==> config.mk <==
export PLATFORM = sky130hd
export DESIGN_NAME = vga_sync_decoder
export DESIGN_NICKNAME = d
export VERILOG_FILES = /design/src/rtl/vga_sync_decoder.sv
export SDC_FILE = /design/constraint.sdc
export NUM_CORES = 1
export LEC_CHECK = 0
export CAP_MARGIN = 30
export CORE_AREA = 8 8 83 85
export CTS_BUF_LIST = sky130_fd_sc_hd__clkbuf_4 sky130_fd_sc_hd__clkbuf_8
export DETAILED_ROUTE_END_ITERATION = 6
export DIE_AREA = 0 0 91 93
export PLACE_DENSITY = 0.72
export REMOVE_ABC_BUFFERS = 1
export SLEW_MARGIN = 40
export SYNTH_ARGS = -nofsm -noshare
export SYNTH_HDL_FRONTEND = slang
export SYNTH_SLANG_ARGS = --single-unit
==> constraint.sdc <==
create_clock -name clk -period 6.45 [get_ports clk]
set_input_delay 1.29 -clock clk [delete_from_list [all_inputs] [get_ports clk]]
set_output_delay 1.29 -clock clk [all_outputs]
set_load 0.005 [all_outputs]
==> src/rtl/vga_sync_decoder.sv <==
// rtl/vga_sync_decoder.sv - VGA timing sink: recovers x/y from hsync/vsync/blank, checks timing, reports lock
// Optional saturating error counter enabled by defining VGA_SYNC_ERR_CNT_EN.
module vga_sync_decoder #(
    parameter int H_ACTIVE     = 640,
    parameter int H_SYNC_START = 656,
    parameter int H_SYNC_END   = 751,
    parameter int H_TOTAL      = 800,
    parameter int V_ACTIVE     = 480,
    parameter int V_SYNC_START = 490,
    parameter int V_SYNC_END   = 491,
    parameter int V_TOTAL      = 521,
    parameter int LOCK_FRAMES  = 2
) (
    input  logic       clk,
    input  logic       rst,
    input  logic       hsync,
    input  logic       vsync,
    input  logic       blank,
    output logic [9:0] pixel_x,
    output logic [9:0] pixel_y,
    output logic       active,
    output logic       frame_start,
    output logic       locked,
    output logic       sync_err,
    output logic [7:0] err_count
);

    localparam logic [9:0] HA  = 10'(H_ACTIVE);
    localparam logic [9:0] HSS = 10'(H_SYNC_START);
    localparam logic [9:0] HSR = 10'(H_SYNC_END + 1);
    localparam logic [9:0] HTL = 10'(H_TOTAL - 1);
    localparam logic [9:0] VA  = 10'(V_ACTIVE);
    localparam logic [9:0] VSS = 10'(V_SYNC_START);
    localparam logic [9:0] VTL = 10'(V_TOTAL - 1);
    localparam logic [7:0] LOCK_N = 8'(LOCK_FRAMES);

    // Timing must nest inside the 10-bit coordinate space with sync pulses after the active area.
    if (!(H_ACTIVE <= H_SYNC_START && H_SYNC_START <= H_SYNC_END && H_SYNC_END + 1 < H_TOTAL &&
          H_TOTAL <= 1024 && V_ACTIVE <= V_SYNC_START && V_SYNC_START <= V_SYNC_END &&
          V_SYNC_END < V_TOTAL && V_TOTAL <= 1024 && LOCK_FRAMES >= 1 && LOCK_FRAMES < 255)) begin : g_bad_params
        $error("vga_sync_decoder: inconsistent timing parameters");
    end

    typedef enum logic [1:0] {HUNT, VERIFY, LOCKED} state_t;

    state_t     state, next_state;
    logic [7:0] good, next_good;
    logic       hs_prev, vs_prev;
    logic [9:0] px_pred, py_pred, nx, ny;
    logic       hs_fall, hs_rise, vs_fall;
    logic       checking, vs_match, visible;
    logic       err_a, err_b, err_c, err_d, err_other, err_any;

    always_comb begin
        px_pred = (pixel_x == HTL) ? 10'd0 : pixel_x + 10'd1;
        py_pred = pixel_y;
        if (px_pred == 10'd0) begin
            py_pred = (pixel_y == VTL) ? 10'd0 : pixel_y + 10'd1;
        end
    end

    assign hs_fall  = hs_prev & ~hsync;
    assign hs_rise  = ~hs_prev & hsync;
    assign vs_fall  = vs_prev & ~vsync;
    assign checking = (state != HUNT);
    assign vs_match = (px_pred == 10'd0) && (py_pred == VSS);
    assign visible  = (px_pred < HA) && (py_pred < VA);

    assign err_a     = checking & (hs_fall != (px_pred == HSS));
    assign err_b     = checking & ((hs_rise & (px_pred != HSR)) | ((px_pred == HSR) & ~hsync));
    assign err_c     = checking & (vs_fall != vs_match);
    assign err_d     = checking & (blank != visible);
    assign err_other = err_a | err_b | err_d;
    assign err_any   = err_other | err_c;

    // A vsync fall re-anchors both counters; hsync only re-anchors x once we are tracking.
    always_comb begin
        nx = px_pred;
        ny = py_pred;
        if (vs_fall) begin
            nx = 10'd0;
            ny = VSS;
        end else if (hs_fall && checking) begin
            nx = HSS;
        end
    end

    always_comb begin
        next_state = state;
        next_good  = good;
        case (state)
            HUNT: begin
                if (vs_fall) begin
                    next_state = VERIFY;
                    next_good  = 8'd0;
                end
            end
            VERIFY, LOCKED: begin
                if (err_other) begin
                    next_state = HUNT;
                    next_good  = 8'd0;
                end else if (err_c) begin
                    next_state = VERIFY;
                    next_good  = 8'd0;
                end else if (state == VERIFY && vs_fall) begin
                    next_good = good + 8'd1;
                    if (good + 8'd1 >= LOCK_N) begin
                        next_state = LOCKED;
                    end
                end
            end
            default: begin
                next_state = HUNT;
                next_good  = 8'd0;
            end
        endcase
    end

    always_ff @(posedge clk or posedge rst) begin
        if (rst) begin
            state       <= HUNT;
            good        <= 8'd0;
            hs_prev     <= 1'b1;
            vs_prev     <= 1'b1;
            pixel_x     <= 10'd0;
            pixel_y     <= 10'd0;
            active      <= 1'b0;
            frame_start <= 1'b0;
            locked      <= 1'b0;
            sync_err    <= 1'b0;
        end else begin
            state       <= next_state;
            good        <= next_good;
            hs_prev     <= hsync;
            vs_prev     <= vsync;
            pixel_x     <= nx;
            pixel_y     <= ny;
            active      <= (next_state == LOCKED) && (nx < HA) && (ny < VA);
            frame_start <= (next_state != HUNT) && (nx == 10'd0) && (ny == 10'd0);
            locked      <= (next_state == LOCKED);
            sync_err    <= err_any;
        end
    end

`ifdef VGA_SYNC_ERR_CNT_EN
    always_ff @(posedge clk or posedge rst) begin
        if (rst) begin
            err_count <= 8'd0;
        end else if (err_any && err_count != 8'hFF) begin
            err_count <= err_count + 8'd1;
        end
    end
`else
    assign err_count = 8'h00;
`endif

endmodule

* After elaboration in Yosys (flattened, before gate mapping)
Cells that the tools add are included.
** Word-level totals
- Register bits :: 36
- Input bits :: 5
- Output and inout bits :: 32
- Logic and storage cells :: 81
** Operators by class
- Add/subtract/negate cells :: 3
- Magnitude comparators :: 5
- Equality and inequality tests :: 14
- Multiplexer cells :: 17
- Bitwise logic cells :: 16
- Reduce and logical (&&, ||, !) cells :: 16
** Operators by type and width (count)
- 10-bit two-way mux :: 6
- 10-bit == test, second input constant :: 4
- 8-bit two-way mux :: 4
- 10-bit logical NOT :: 3
- 10-bit by 1-bit adder with 10-bit output, second input constant :: 2
- 10-bit < comparator, second input constant :: 2
- 10-bit by 9-bit < comparator with 1-bit output, second input constant :: 2
- 8-bit one-hot mux with 2 select lines :: 1
- 10-bit by 9-bit == test with 1-bit output, second input constant :: 1
- 2-bit two-way mux :: 5
- 10-bit != test, second input constant :: 1
- 1-bit AND :: 9
- 8-bit by 1-bit adder with 8-bit output, second input constant :: 1
- 8-bit by 2-bit >= comparator with 1-bit output, second input constant :: 1
- 1-bit logical AND :: 8
- 2-bit == test, second input constant :: 2
- 4-bit != test, second input constant :: 1
- 1-bit OR :: 4
- 2-bit one-hot mux with 2 select lines :: 1
- 2-bit nonzero test :: 2
- 1-bit != test :: 3
- 1-bit NOT :: 3
- 2-bit by 1-bit == test with 1-bit output, second input constant :: 1
- 2-bit logical NOT :: 1
- other kinds (3) :: 3

* Depth between registers and ports, before layout
Gate-level depths: netlist of run 1.
- Depth in word-level cells :: 14
- Mapped depth :: 12
- Gate-level depth less buffers :: 11

* Least setup slack after synthesis of run 1
Ideal clock, no wire load.
- Kind :: input port to flip-flop
- Start point :: input port hsync
- End point :: register frame_start
- Arrival time :: 3.039 ns
- Required time :: 6.383 ns
- Path slack :: 3.344 ns
- Cell stages on the path :: 11
- Cells stage by stage :: inv_1 -> nand2_1 -> or2_2 -> clkbuf_1 -> nand2_1 -> nor2_1 -> or3_1 -> nor4_1 -> o2111ai_1 -> nor4_1 -> o2111a_1
** Between the ends
- Elaborated cells between the ends (all ways) :: 20
- Classes of those cells :: eq/ne: 1; mux: 4; bitwise: 10; reduce/logical: 5
** RTL lines
- start: declaration :: line 16 : input logic hsync,
- 1-bit NOT :: line 62 : assign hs_fall = hs_prev & ~hsync;
- 1-bit AND :: line 62
- 1-bit logical AND :: line 83 : end else if (hs_fall && checking) begin
- 10-bit two-way mux :: line 83
- 10-bit two-way mux :: line 80 : if (vs_fall) begin
- via nx[2] :: line 49 : logic [9:0] px_pred, py_pred, nx, ny;
- 10-bit logical NOT :: line 139 : frame_start <= (next_state != HUNT) && (nx == 10'd0) && (ny == 10'd0);
- 1-bit logical AND (2 in a row) :: line 139
- end signal: assignment :: line 139
- end: declaration :: line 22 : output logic frame_start,
The timed path passes the listed nets, and every way through them passes these cells.
A chain may end at the register's enable or synchronous reset.

* Worst setup path in the final report of run 1
- Start point :: register pixel_x[0]
- End point :: register good[1]
** Between the ends
- Cells in the longest elaborated chain, start to end :: 11
- Elaborated cells between the ends (all ways) :: 30
- Classes of those cells :: add/sub: 1; order compare: 2; eq/ne: 9; mux: 5; bitwise: 9; reduce/logical: 4
** RTL lines
- start: declaration :: line 19 : output logic [9:0] pixel_x,
- start signal: assignment :: line 136 : pixel_x <= nx;
- 10-bit by 1-bit adder with 10-bit output / 10-bit == test (equally long branches) :: line 55 : px_pred = (pixel_x == HTL) ? 10'd0 : pixel_x + 10'd1;
- 10-bit two-way mux (*) :: line 55
- 10-bit logical NOT :: line 57, 66
- 10-bit two-way mux :: line 57 : if (px_pred == 10'd0) begin
- 10-bit by 9-bit < comparator with 1-bit output / 10-bit by 9-bit == test with 1-bit output (equally long branches) :: line 67, 66
- 1-bit logical AND (on tied branches) :: line 67, 66
- 1-bit != test (on tied branches) :: line 72, 71
- 1-bit AND (on tied branches) :: line 72, 71
- 1-bit OR / 8-bit two-way mux (equally long branches) :: line 73, 102
- 4-bit != test (no source line) / 8-bit two-way mux (equally long branches)
- 2-bit AND reduction (no source line) / 8-bit one-hot mux with 2 select lines (equally long branches)
- end signal: assignment :: line 133 : good <= next_good;
- end: declaration :: line 47 : logic [7:0] good, next_good;
Mark *: on every way between the ends. The rest lies on a longest branch, timed or not.

==> results of run 1 <==
## stage by stage
step	hold WS (ns)	total power [W]	util	instance area [sq um]	setup slack, ns
after CTS	0.5395	0.0007349	0.5432	3083	2.913
after floorplan	0.4883	0.0004715	-	2606	3.383
final	0.5380	0.0007321	0.5432	3083	2.876
after global placement	0.5202	0.0005654	0.5265	2988	2.660
after global routing	0.5762	0.0007779	0.5432	3083	2.637
after detailed placement	0.5287	0.0005687	0.5269	2990	2.635
## metal layers
metal	GRT usage	vias to the layer above	part of all wire
met4	0.03547	0	0.013
met1	0.1837	1169	0.45
met5	0	-	0
met3	0.03606	8	0.043
li1	-	1190	-
met2	0.2684	55	0.49
## flip-flops by register name (all words and copies together) (netlist names)
| register | cells |
|---|---|
| active | 1 |
| frame_start | 1 |
| good | 8 |
| hs_prev | 1 |
| locked | 1 |
| pixel_x | 10 |
| pixel_y | 10 |
| state | 2 |
| sync_err | 1 |
| vs_prev | 1 |
## cells in the final DEF, fill, tap and decap left out, types with 3 or more instances in the layout
| cell type | count |
|---|---|
| inv_1 | 16 |
| xor2_1 | 5 |
| a41oi_1 | 4 |
| clkdlybuf4s50_1 | 28 |
| o21ai_0 | 8 |
| nand3_1 | 20 |
| dfrtp_1 | 34 |
| nand4b_1 | 3 |
| xnor2_1 | 10 |
| a31o_2 | 3 |
| and2_1 | 5 |
| nor3b_1 | 4 |
| a31oi_1 | 10 |
| ha_1 | 8 |
| nor2_1 | 25 |
| nor4_1 | 6 |
| a21oi_1 | 17 |
| nand4_1 | 8 |
| and3_1 | 6 |
| nor3_1 | 6 |
| nand2_1 | 34 |
| conb_1 | 8 |
| clkbuf_8 | 6 |
| o21ai_1 | 3 |
## critical path, cell delays in order, from the launching register on
cell,delay [ns]
dfrtp_1,0.43
ha_1,0.28
and4_4,0.26
o21ai_1,0.09
a211oi_2,0.49
nand4_1,0.24
o31ai_1,0.38
nand4_2,0.23
xnor2_2,0.21
a41oi_1,0.45
o21a_1,0.28
o22ai_1,0.10
## worst min-delay path by stage
stage / start / endpoint / slack, ns / cells past startpoint
after global routing: good[3] / good[3] / 0.58 / 1
after CTS: pixel_x[0] / pixel_x[0] / 0.54 / 1
after detailed placement: good[3] / good[3] / 0.53 / 1
after global placement: good[3] / good[3] / 0.52 / 1
final: good[3] / good[3] / 0.54 / 1
after floorplan: good[3] / good[3] / 0.49 / 1
## power by group through the flow
stage	Clock, W	Sequential, W	Combinational (W)
2_1_floorplan	0	0.000289	0.000182
3_3_place_gp	0	0.000297	0.000269
3_5_place_dp	0	0.000297	0.000271
4_1_cts	0.000169	0.000293	0.000273
5_1_grt	0.000177	0.000300	0.000301
6_report	0.000166	0.000293	0.000273
## layout make-up
class,instances,area (sq um)
Multi-Input combinational cell,249,1642
Fill cell,558,2592
Clock buffer,6,82.58
Timing Repair Buffer,29,287.8
Sequential cell,36,903.4
Clock inverter,2,10.01
Tap cell,75,93.84
Inverter,17,63.81
## cells by family (layout without fill, tap and decap cells)
family,Yosys count,after routing,share of synthesized area
buffers and inverters,42,54,0.07241
adders and majority gates,8,8,0.03690
DFF,36,36,0.3330
muxes,2,2,0.007380
AOI/OAI and AO/OA,74,74,0.2025
and+or+nand+nor,141,141,0.2920
other,1,8,0.001382
xor gates and xnor gates,16,16,0.05443
==> results.ini, run 1 <==
[synthesis]
synthArstFlopShare = 1.000
synth.distinct_cells = 72
synth_seq_area_share = 0.3330
synth_edf_count = 0
synth.avg_cell_area_sq_um = 8.477
synth_common_cells = dfrtp_1 (34), nand2_1 (34), nor2_1 (25)
synth.top_cell.area_share = 0.3137
synth_cells = 320
yosysWarningCount = 0
syn_area_sq_um = 2713
synth_area_leaders = dfrtp_1 (31%), nand2_1 (4.7%), ha_1 (3.7%), nand3_1 (3.7%), nor2_1 (3.5%)
synth-seq-cells = 36
synth_top_flop_cell = dfrtp_1
yosysTopAreaCell = dfrtp_1

[cts]
cts_buffer_depth = 2
root_buffer = clkbuf_8
clkTransAtPathRegs_ns = 0.07
cts_buffers = 5
cts_tree = done
post_cts.repair.setup_buffers = 0
cts_resized = 0
cts.hold.buffers_added = 0
clkSinkCount = 36
htreeDepth = 2
clk_latency_ns = 0.29

[critical_path]
r2r_slack_ns = 2.88
cp-start-kind = register
cp-endpoint = good[1]
cp.required_ns = 6.62
reg2reg_depth = 11
reg2reg_from = pixel_x[0]
path_max_fanout = 7
endpoint_kind = register
reg2reg_to = good[1]
crit_type = reg2reg
critPathLaunch = pixel_x[0]
worstPathArrival_ns = 3.74

[layout]
instances_no_fill = 414
num-nets-final = 351
antenna-diode-count = 0
layout-drive-gt1-share = 0.1150
syn2layout_area_growth_pct = 13.65

[timing]
max_clock_freq_mhz = 279.8
rsz0062_at_grt = no
finClkSkew_ns = 0.006240
fin_crit_ns = 3.574
slew_headroom = 0.5818
tightestPinTransition_ns = 0.6273
hold_violations = 0
finalCritPeriodShare = 0.5541
finalSetupTns_ns = 0
finalMaxSlewViolations = 0
setup_viol = 0

[die]
core_area_sq_um = 5675
rows = 28
start_util = 0.4780
die_width_microns = 91
die-area_sq_um = 8463
num_io_pins = 37
die_y_microns = 93

[placed_design]
placedCellCount = 406
portBuffers = 28
gp_congestion = 0.9510
dp_hpwl_microns = 4744

[power_and_ir_drop]
pwr-share-clk = 0.227
leakage_nw = 1.217
swShare = 0.3743
seqPwrFrac = 0.401
vdd_drop_max_uv = 119.8
p_int_w = 0.0004581
p_sw_w = 0.0002740
pwr_density_cell_nw_per_um2 = 237.5
comb_power_share = 0.373

[min_path]
hold_path_class = reg2reg

[routing]
vias = 2422
vias_per_cell = 5.850
drt_first_pass_iters = 4
wire_per_inst_microns = 15.57
drc_errors = 0
ant_nets = 0
dr.first_iter.drc_count = 171
postRouteWirelength_microns = 6446

[run_status]
status = completed

[global_route]
antenna_found_initial = 0
grt_usage = 0.1523
grt_overflow = 0
grt_pass1_vias = 2271
grt_max_degree = 37
grt_pass1_wl_microns = 10790

[flow_run]
max-cap-violations = 0

(Power assumes the default switching activity.)
==> run 2, diff against run 1 <==
==> constraint.sdc (replaced) <==
create_clock -name clk -period 3.5 [get_ports clk]
set_input_delay 0.7 -clock clk [delete_from_list [all_inputs] [get_ports clk]]
set_output_delay 0.7 -clock clk [all_outputs]
set_load 0.005 [all_outputs]
==> results.ini, run 2 (synthesis gave the netlist of run 1 again) <==
[timing]
finalSetupTns_ns = 0
setup_viol = 0
finalWorstSetupSlack_ns = 0.2494
tightestPinTransition_ns = 0.5311
rsz0062_at_grt = no
finalCritPeriodShare = 0.9287
max_clock_freq_mhz = 307.6
finalMaxSlewViolations = 0
fin_crit_ns = 3.251
finClkSkew_ns = 0.004950
slew_headroom = 0.6446
hold_violations = 0

[global_route]
grt_max_degree = 37
grt_usage = 0.1566
antenna_found_initial = 0
grt_overflow = 0
grt_pass1_wl_microns = 11120
grt_pass1_vias = 2357

[cts]
clk_latency_ns = 0.29
cts_buffer_depth = 2
cts.hold.buffers_added = 0
cts_tree = done
cts_buffers = 5
clkTransAtPathRegs_ns = 0.07
clkSinkCount = 36
root_buffer = clkbuf_8
htreeDepth = 2

[die]
die_y_microns = 93
die-area_sq_um = 8463
core_area_sq_um = 5675
num_io_pins = 37
die_width_microns = 91
start_util = 0.4780
rows = 28

[routing]
postRouteWirelength_microns = 6464
dr.first_iter.drc_count = 162
drt_first_pass_iters = 4
drc_errors = 0
ant_nets = 0
vias_per_cell = 5.824
wire_per_inst_microns = 15.39
vias = 2446

[critical_path]
path_max_fanout = 7
reg2reg_depth = 11
cpMaxStageDelayCell = dfrtp_1
worstPathArrival_ns = 3.43
crit_type = reg2reg
cp-endpoint = frame_start
critPathLaunch = pixel_x[0]
worstPathCellList = ha_1 > and4_4 > xnor2_1 > o311ai_4 > nand4_1 > o31ai_1 > nand4_2 > xnor2_2 > a32oi_1 > o211ai_2 > o2111a_1
slowest_delay_ns = 0.43
r2r_slack_ns = 0.25
cp-start-kind = register
cp.required_ns = 3.68
endpoint_kind = register
reg2reg_from = pixel_x[0]
reg2reg_to = frame_start

[placed_design]
gp_congestion = 0.8704
placedCellCount = 412
portBuffers = 28
dp_slack_ns = 0.1315
dp_hpwl_microns = 4822

[layout]
num-nets-final = 357
fillers = 538
antenna-diode-count = 0
layout-drive-gt1-share = 0.1275
instances_no_fill = 420
top_regs = pixel_x (10), pixel_y (10), good (8)
syn2layout_area_growth_pct = 16.19
layout_common_cells = nand2_1 (34), dfrtp_1 (34), clkdlybuf4s50_1 (28)

[run_status]
status = completed

[power_and_ir_drop]
vdd_drop_max_uv = 211.7
leakage_nw = 1.249
pwr_density_cell_nw_per_um2 = 451.6

[min_path]
hold_path_class = reg2reg

[flow_run]
max-cap-violations = 0

## run 2: metal layers
layer  GRT usage  wire (microns)
met5           0               0
met4     0.06548             142
met3     0.04167             388
met2      0.2618            3173
met1      0.1870            2759
## run 2: worst min path at each step
stage / startpoint / endpoint / cells after the start
6_report: good[3] / good[3] / 1
5_1_grt: good[3] / good[3] / 1
4_1_cts: good[3] / good[3] / 1
3_5_place_dp: good[3] / good[3] / 1
3_3_place_gp: pixel_x[0] / pixel_x[0] / 1
2_1_floorplan: good[3] / good[3] / 1
## run 2: report_power, final
part           switching, W  leakage (nW)  internal (W)
logic              0.000284         0.737      0.000239
clock network      0.000144        0.0586      0.000219
registers         0.0000754         0.454      0.000462
## run 2: cell type report
class,instances,area (sq um),share of cell area
Clock buffer,6,76.32,0.02422
Clock inverter,2,35.03,0.01112
Inverter,17,63.81,0.02025
Multi-Input combinational cell,249,1647,0.5224
Sequential cell,36,903.4,0.2866
Tap cell,75,93.84,0.02977
Timing Repair Buffer,35,332.8,0.1056
## run 2: worst max-delay path, delay by kind of cell (launching register included)
kind	cells	cell delay, ns
flip-flops	1	0.43
AND/OR/NAND/NOR	3	0.67
AO/OA/AOI/OAI	5	1.40
XOR/XNOR	2	0.37
adder cells (fa/ha/maj)	1	0.28
## run 2: timing repair
action,in CTS,in global routing
gates resized for setup,0,1
endpoints found under the setup margin,0,4
buffers inserted,0,0
## run 2: per-stage QoR
stage / utilization / power [W] / instance area, sq um / hold WS (ns)
after floorplan: - / 0.0008690 / 2606 / 0.4883
after global placement: 0.5344 / 0.001060 / 3033 / 0.5044
after detailed placement: 0.5344 / 0.001062 / 3033 / 0.5205
after CTS: 0.5540 / 0.001431 / 3144 / 0.5308
after global routing: 0.5553 / 0.001520 / 3152 / 0.5603
final: 0.5553 / 0.001423 / 3152 / 0.5267
==> run 3, diff against run 2 <==
--- a/config.mk
+++ b/config.mk
@@ -12,7 +12,6 @@
 export DIE_AREA = 0 0 91 93
 export PLACE_DENSITY = 0.72
 export REMOVE_ABC_BUFFERS = 1
-export SLEW_MARGIN = 40
 export SYNTH_ARGS = -nofsm -noshare
 export SYNTH_HDL_FRONTEND = slang
 export SYNTH_SLANG_ARGS = --single-unit
==> results of run 3 <==
The final DEF is identical to that of run 2; final timing and power are the same.
